===== src/rtl/encrypt_store_ctrl.sv =====
// rtl/encrypt_store_ctrl.sv - encrypt-and-store sequencer: rotate, shift-add multiply, write to store
// One request in flight at a time; a registered host read port runs independently of the write path.
module encrypt_store_ctrl #(
  parameter int WIDTH     = 4,
  parameter int DEPTH     = 16,
  parameter int ROT_STEPS = 2,
  parameter int WRAP      = 0,
  localparam int AW       = $clog2(DEPTH)
) (
  input  logic               clock,
  input  logic               reset_n,
  input  logic               in_valid,
  input  logic [WIDTH-1:0]   in_num,
  input  logic [WIDTH-1:0]   in_key,
  output logic               in_ready,
  input  logic               clear,
  output logic               done,
  output logic [AW-1:0]      done_addr,
  output logic [2*WIDTH-1:0] done_data,
  output logic               full,
  output logic [AW:0]        count,
  input  logic               rd_req,
  input  logic [AW-1:0]      rd_addr,
  output logic               rd_valid,
  output logic [2*WIDTH-1:0] rd_data
);

  localparam int CW       = AW + 1;
  localparam int CNTMAX   = (ROT_STEPS > WIDTH) ? ROT_STEPS : WIDTH;
  localparam int CNTW     = $clog2(CNTMAX + 1);
  localparam int ROT_LAST = (ROT_STEPS > 0) ? ROT_STEPS - 1 : 0;

  typedef enum logic [1:0] {IDLE, ROT, MUL, WR} state_t;

  state_t              state_q;
  logic [CNTW-1:0]     cnt_q;
  logic [WIDTH-1:0]    q_q, a_q, m_q;
  logic [AW-1:0]       wr_ptr_q;
  logic [CW-1:0]       count_q;
  logic                full_q;
  logic                done_q;
  logic [AW-1:0]       done_addr_q;
  logic [2*WIDTH-1:0]  done_data_q;
  logic                rd_valid_q;
  logic [2*WIDTH-1:0]  rd_data_q;
  logic [2*WIDTH-1:0]  mem [DEPTH];

  logic [WIDTH:0]      sum;
  logic [WIDTH-1:0]    a_d, q_d;
  logic [2*WIDTH-1:0]  product;
  logic                wr_en;

  assign in_ready = (state_q == IDLE) && (!full_q || (WRAP != 0));
  assign product  = {a_q, q_q};
  assign wr_en    = (state_q == WR) && !clear;
  assign sum      = {1'b0, a_q} + {1'b0, m_q};

  // One shift-add step on {C,A,Q}: conditional add, then shift the whole triple right.
  always_comb begin
    a_d = {1'b0, a_q[WIDTH-1:1]};
    q_d = {a_q[0], q_q[WIDTH-1:1]};
    if (q_q[0]) begin
      a_d = sum[WIDTH:1];
      q_d = {sum[0], q_q[WIDTH-1:1]};
    end
  end

  always_ff @(posedge clock or negedge reset_n) begin
    if (!reset_n) begin
      state_q     <= IDLE;
      cnt_q       <= '0;
      q_q         <= '0;
      a_q         <= '0;
      m_q         <= '0;
      wr_ptr_q    <= '0;
      count_q     <= '0;
      full_q      <= 1'b0;
      done_q      <= 1'b0;
      done_addr_q <= '0;
      done_data_q <= '0;
    end else begin
      done_q <= 1'b0;
      if (clear) begin
        state_q  <= IDLE;
        cnt_q    <= '0;
        wr_ptr_q <= '0;
        count_q  <= '0;
        full_q   <= 1'b0;
      end else begin
        case (state_q)
          IDLE: begin
            if (in_valid && in_ready) begin
              q_q     <= in_num;
              m_q     <= in_key;
              a_q     <= '0;
              cnt_q   <= '0;
              state_q <= (ROT_STEPS == 0) ? MUL : ROT;
            end
          end
          ROT: begin
            q_q   <= {q_q[0], q_q[WIDTH-1:1]};
            cnt_q <= cnt_q + CNTW'(1);
            if (cnt_q == CNTW'(ROT_LAST)) begin
              cnt_q   <= '0;
              state_q <= MUL;
            end
          end
          MUL: begin
            a_q   <= a_d;
            q_q   <= q_d;
            cnt_q <= cnt_q + CNTW'(1);
            if (cnt_q == CNTW'(WIDTH - 1)) begin
              cnt_q   <= '0;
              state_q <= WR;
            end
          end
          WR: begin
            done_q      <= 1'b1;
            done_addr_q <= wr_ptr_q;
            done_data_q <= product;
            wr_ptr_q    <= wr_ptr_q + AW'(1);
            if (count_q != CW'(DEPTH)) count_q <= count_q + CW'(1);
            full_q      <= (count_q >= CW'(DEPTH - 1));
            state_q     <= IDLE;
          end
          default: state_q <= IDLE;
        endcase
      end
    end
  end

  // Store is not reset; nonblocking write gives read-before-write on a shared edge.
  always_ff @(posedge clock) begin
    if (wr_en) mem[wr_ptr_q] <= product;
  end

  always_ff @(posedge clock or negedge reset_n) begin
    if (!reset_n) begin
      rd_valid_q <= 1'b0;
      rd_data_q  <= '0;
    end else begin
      rd_valid_q <= rd_req;
      if (rd_req) rd_data_q <= mem[rd_addr];
    end
  end

  assign done      = done_q;
  assign done_addr = done_addr_q;
  assign done_data = done_data_q;
  assign full      = full_q;
  assign count     = count_q;
  assign rd_valid  = rd_valid_q;
  assign rd_data   = rd_data_q;

endmodule


===== config.mk =====
export PLATFORM = sky130hd
export DESIGN_NAME = encrypt_store_ctrl
export DESIGN_NICKNAME = d
export VERILOG_FILES = /design/src/rtl/encrypt_store_ctrl.sv
export SDC_FILE = /design/constraint.sdc
export NUM_CORES = 1
export LEC_CHECK = 0
export CAP_MARGIN = 10
export CORE_UTILIZATION = 61
export CTS_BUF_LIST = sky130_fd_sc_hd__clkbuf_4
export DETAILED_ROUTE_END_ITERATION = 8
export PLACE_DENSITY = 0.9
export SLEW_MARGIN = 20
export SYNTH_ARGS = -nofsm -noshare
export SYNTH_HDL_FRONTEND = slang
export SYNTH_SLANG_ARGS = --single-unit

===== constraint.sdc =====
create_clock -name clock -period 2.8 [get_ports clock]
set_clock_uncertainty 0.1 [all_clocks]
set_input_delay 0.56 -clock clock [delete_from_list [all_inputs] [get_ports clock]]
set_output_delay 0.56 -clock clock [all_outputs]
set_load 0.02 [all_outputs]

==> results.sh <==
export IMPL_status="finished, violations left"
export IMPL_violations="design-rule violations"
export IMPL_finalCritPeriodShare=0.920
export IMPL_worstMarginPinSlew_ns=0.799
export IMPL_cts_clk_slew_worst_paths_ns=0.12
export IMPL_critPathSlowestCell="dfrtp_1"
export IMPL_finalWirelength_um=14100
export IMPL_critPathRequiredTime_ns=2.14
export IMPL_coreArea_sq_um=11600
export IMPL_crit_fanout=7
export IMPL_dp_cells=657
export IMPL_synthToLayoutAreaGrowth_pct=13.5
export IMPL_pin_count=46
export IMPL_syn_avg_cell_area_sq_um=16.0
export IMPL_num_antenna_cells=0
export IMPL_synth_edff_count=128
export IMPL_synth_ff_type="edfxtp_1"
export IMPL_clock_latency_ns=0.54
export IMPL_ys_warn_count=0
export IMPL_syn_nets=502
export IMPL_peakVddDrop_v=0.000638
export IMPL_ys_seq_area_frac=0.684
export IMPL_drv_cap=0
export IMPL_synth_cell_types=40
export IMPL_cp_arrival_ns=1.92
export IMPL_period_needed_ns=2.58
export IMPL_max_stage_delay_ns=0.46
export IMPL_synth_area_leaders="edfxtp_1, dfrtp_1, mux4_1"
export IMPL_drcViolationCount=4
export IMPL_crit_family="flip-flops"
export IMPL_vias_per_cell=5.92
export IMPL_final_nets=571
export IMPL_ant_nets=0
export IMPL_async_flop_share=0.277
export IMPL_synth_top_area_frac=0.518
export IMPL_leakage_nw=3.17
export IMPL_h_tree_depth=4
export IMPL_tns_ns=0
export IMPL_grt_max_degree=33
export IMPL_critPathKind="flip-flop to primary output"
export IMPL_die_w_um=112
export IMPL_final_cells=690
export IMPL_netlist_area_sq_um=7420
export IMPL_multi_input_area_sq_um=2140
export IMPL_critPathLaunchType="flip-flop"
export IMPL_yosys_cell_count_top_type="edfxtp_1"
export IMPL_grt_pass1_wl_um=22500
export IMPL_holdWs_ns=0.391
export IMPL_path_cells="inv_1 > ha_1 > nor2b_1 > dlygate4sd2_1"
export IMPL_syn_inst=465
export IMPL_cts_max_path_buffers=2
export IMPL_die_h_um=112
export IMPL_num_vias=4083
export IMPL_synth_top_cell_by_area="edfxtp_1"
export IMPL_start_util=0.639
export IMPL_grt_overflow=0
export IMPL_place_hpwl_um=9580
export IMPL_num_rows=39
export IMPL_ys_seq_elements=177
export IMPL_powerDensity_nw_per_um2=671
export IMPL_setup_violations=0
export IMPL_rsz0062_at_grt="no"
export IMPL_wl_per_cell_um=20.5
export IMPL_seqCellArea_sq_um=5070
export IMPL_grt_pass1_vias=4333
export IMPL_drtPass1Iterations=7
export IMPL_fmax_mhz=388
export IMPL_slew_limit_headroom=0.467
export IMPL_synthTopCellsByCount="edfxtp_1, nand2_1, dfrtp_1"
export IMPL_cts_sinks=177
export IMPL_nFillCells=706
export IMPL_worstSetupEndpointType="primary output"
export IMPL_io_buffers=45
export IMPL_path_buf_inv=2
export IMPL_cts_tree="built"
export IMPL_gp_congestion=0.788
export IMPL_clockRootBuffer="clkbuf_4"
export IMPL_antenna_found_initial=0
export IMPL_dieArea_sq_um=12600
export IMPL_post_cts_setup_buffers=0
export IMPL_min_path_type="flip-flop to flip-flop"
export IMPL_hold_viol_final=0
export IMPL_layout_drive_gt1_share=0.155
export IMPL_drv_slew=0
export IMPL_cts_made_buffers=17
export IMPL_track_usage=0.247
export IMPL_drtIter0Drc=288
[placed cells by master, fill, tap and decap left out, types with 11 or more instances in the layout]
cell             count
o22ai_1             17
clkdlybuf4s50_1     43
mux4_2              15
ha_1                19
buf_4               27
mux4_1              17
nor2_1              27
a21oi_1             19
mux2_2              11
inv_1               19
clkbuf_4            23
edfxtp_1           128
nand2_1             54
dfrtp_1             49
[layout make-up]
| class | instances | share of cell area |
|---|---|---|
| Tap cell | 143 | 0.0213 |
| Clock buffer | 23 | 0.0205 |
| Inverter | 19 | 0.00847 |
| Timing Repair Buffer | 75 | 0.0828 |
| Clock inverter | 9 | 0.0110 |
| Multi-Input combinational cell | 244 | 0.254 |
| Sequential cell | 177 | 0.602 |
[worst min-delay path, delay by kind of cell (launching register included)]
| family | cells | cell delay, ns |
|---|---|---|
| AND/OR/NAND/NOR | 2 | 0.10 |
| flip-flops | 1 | 0.36 |
[where the power goes]
group	switching, mW	total, mW	internal, mW	leakage, nW
clock network	0.748	1.32	0.576	0.148
logic	0.558	1.00	0.445	1.20
registers	0.237	3.32	3.08	1.82
total	1.54	5.64	4.10	3.17
[layer usage]
metal	global-route usage	share of wire
met5	0	0
met4	0.0764	0.016
met3	0.0648	0.054
met2	0.436	0.53
met1	0.301	0.40
[worst paths after layout]
| path | from | endpoint | slack (ns) | depth (start not counted) |
|---|---|---|---|---|
| max reg2reg | state_q[0]$_DFFE_PN0P_ | mem[3][7]$_DFFE_PP_ | 0.64 | 6 |
| min | done_data[6]$_DFFE_PN0P_ | done_data[6]$_DFFE_PN0P_ | 0.39 | 2 |
| max | state_q[0]$_DFFE_PN0P_ | in_ready | 0.22 | 4 |
| min in group asynchronous | reset_n | rd_data[3]$_DFFE_PN0P_ | 0.43 | 2 |
| min reg2reg | done_data[6]$_DFFE_PN0P_ | done_data[6]$_DFFE_PN0P_ | 0.39 | 2 |
| max in group asynchronous | reset_n | done_data[7]$_DFFE_PN0P_ | 1.51 | 3 |
[metrics by stage]
stage               worst slack [ns]  total power [mW]  cell area, sq um  utilization
detailed placement             0.192              4.38              8140        0.701
finish                         0.223              5.64              8420        0.725
global route                  0.0540              5.91              8420        0.725
floorplan                      0.527              3.96              7420            -
global placement               0.244              4.32              8140        0.701
CTS                            0.161              5.68              8420        0.725
[sequential cells by signal (all words and copies together) (netlist names)]
name	flops
mem	128
done_data	8
rd_data	8
count	5
a_q	4
done_addr	4
m_q	4
q_q	4
wr_ptr_q	4
cnt_q	3
state_q	2
done	1
full	1
rd_valid	1
[logic make-up after synthesis]
| logic type | after synthesis | share of synthesized area |
|---|---|---|
| compound gates | 60 | 0.0491 |
| xor+xnor | 8 | 0.00945 |
| fa+ha+maj | 20 | 0.0348 |
| buf+inv | 44 | 0.0285 |
| flops | 177 | 0.684 |
| mux | 50 | 0.132 |
| simple gates | 106 | 0.0628 |
[what timing repair did]
item                                    CTS  global route
hold buffers                              1             0
gates resized for setup                   1             0
endpoints found under the setup margin    1             0
endpoints found under the hold margin    21             0
Note: power is estimated with default switching activity, not from simulation.
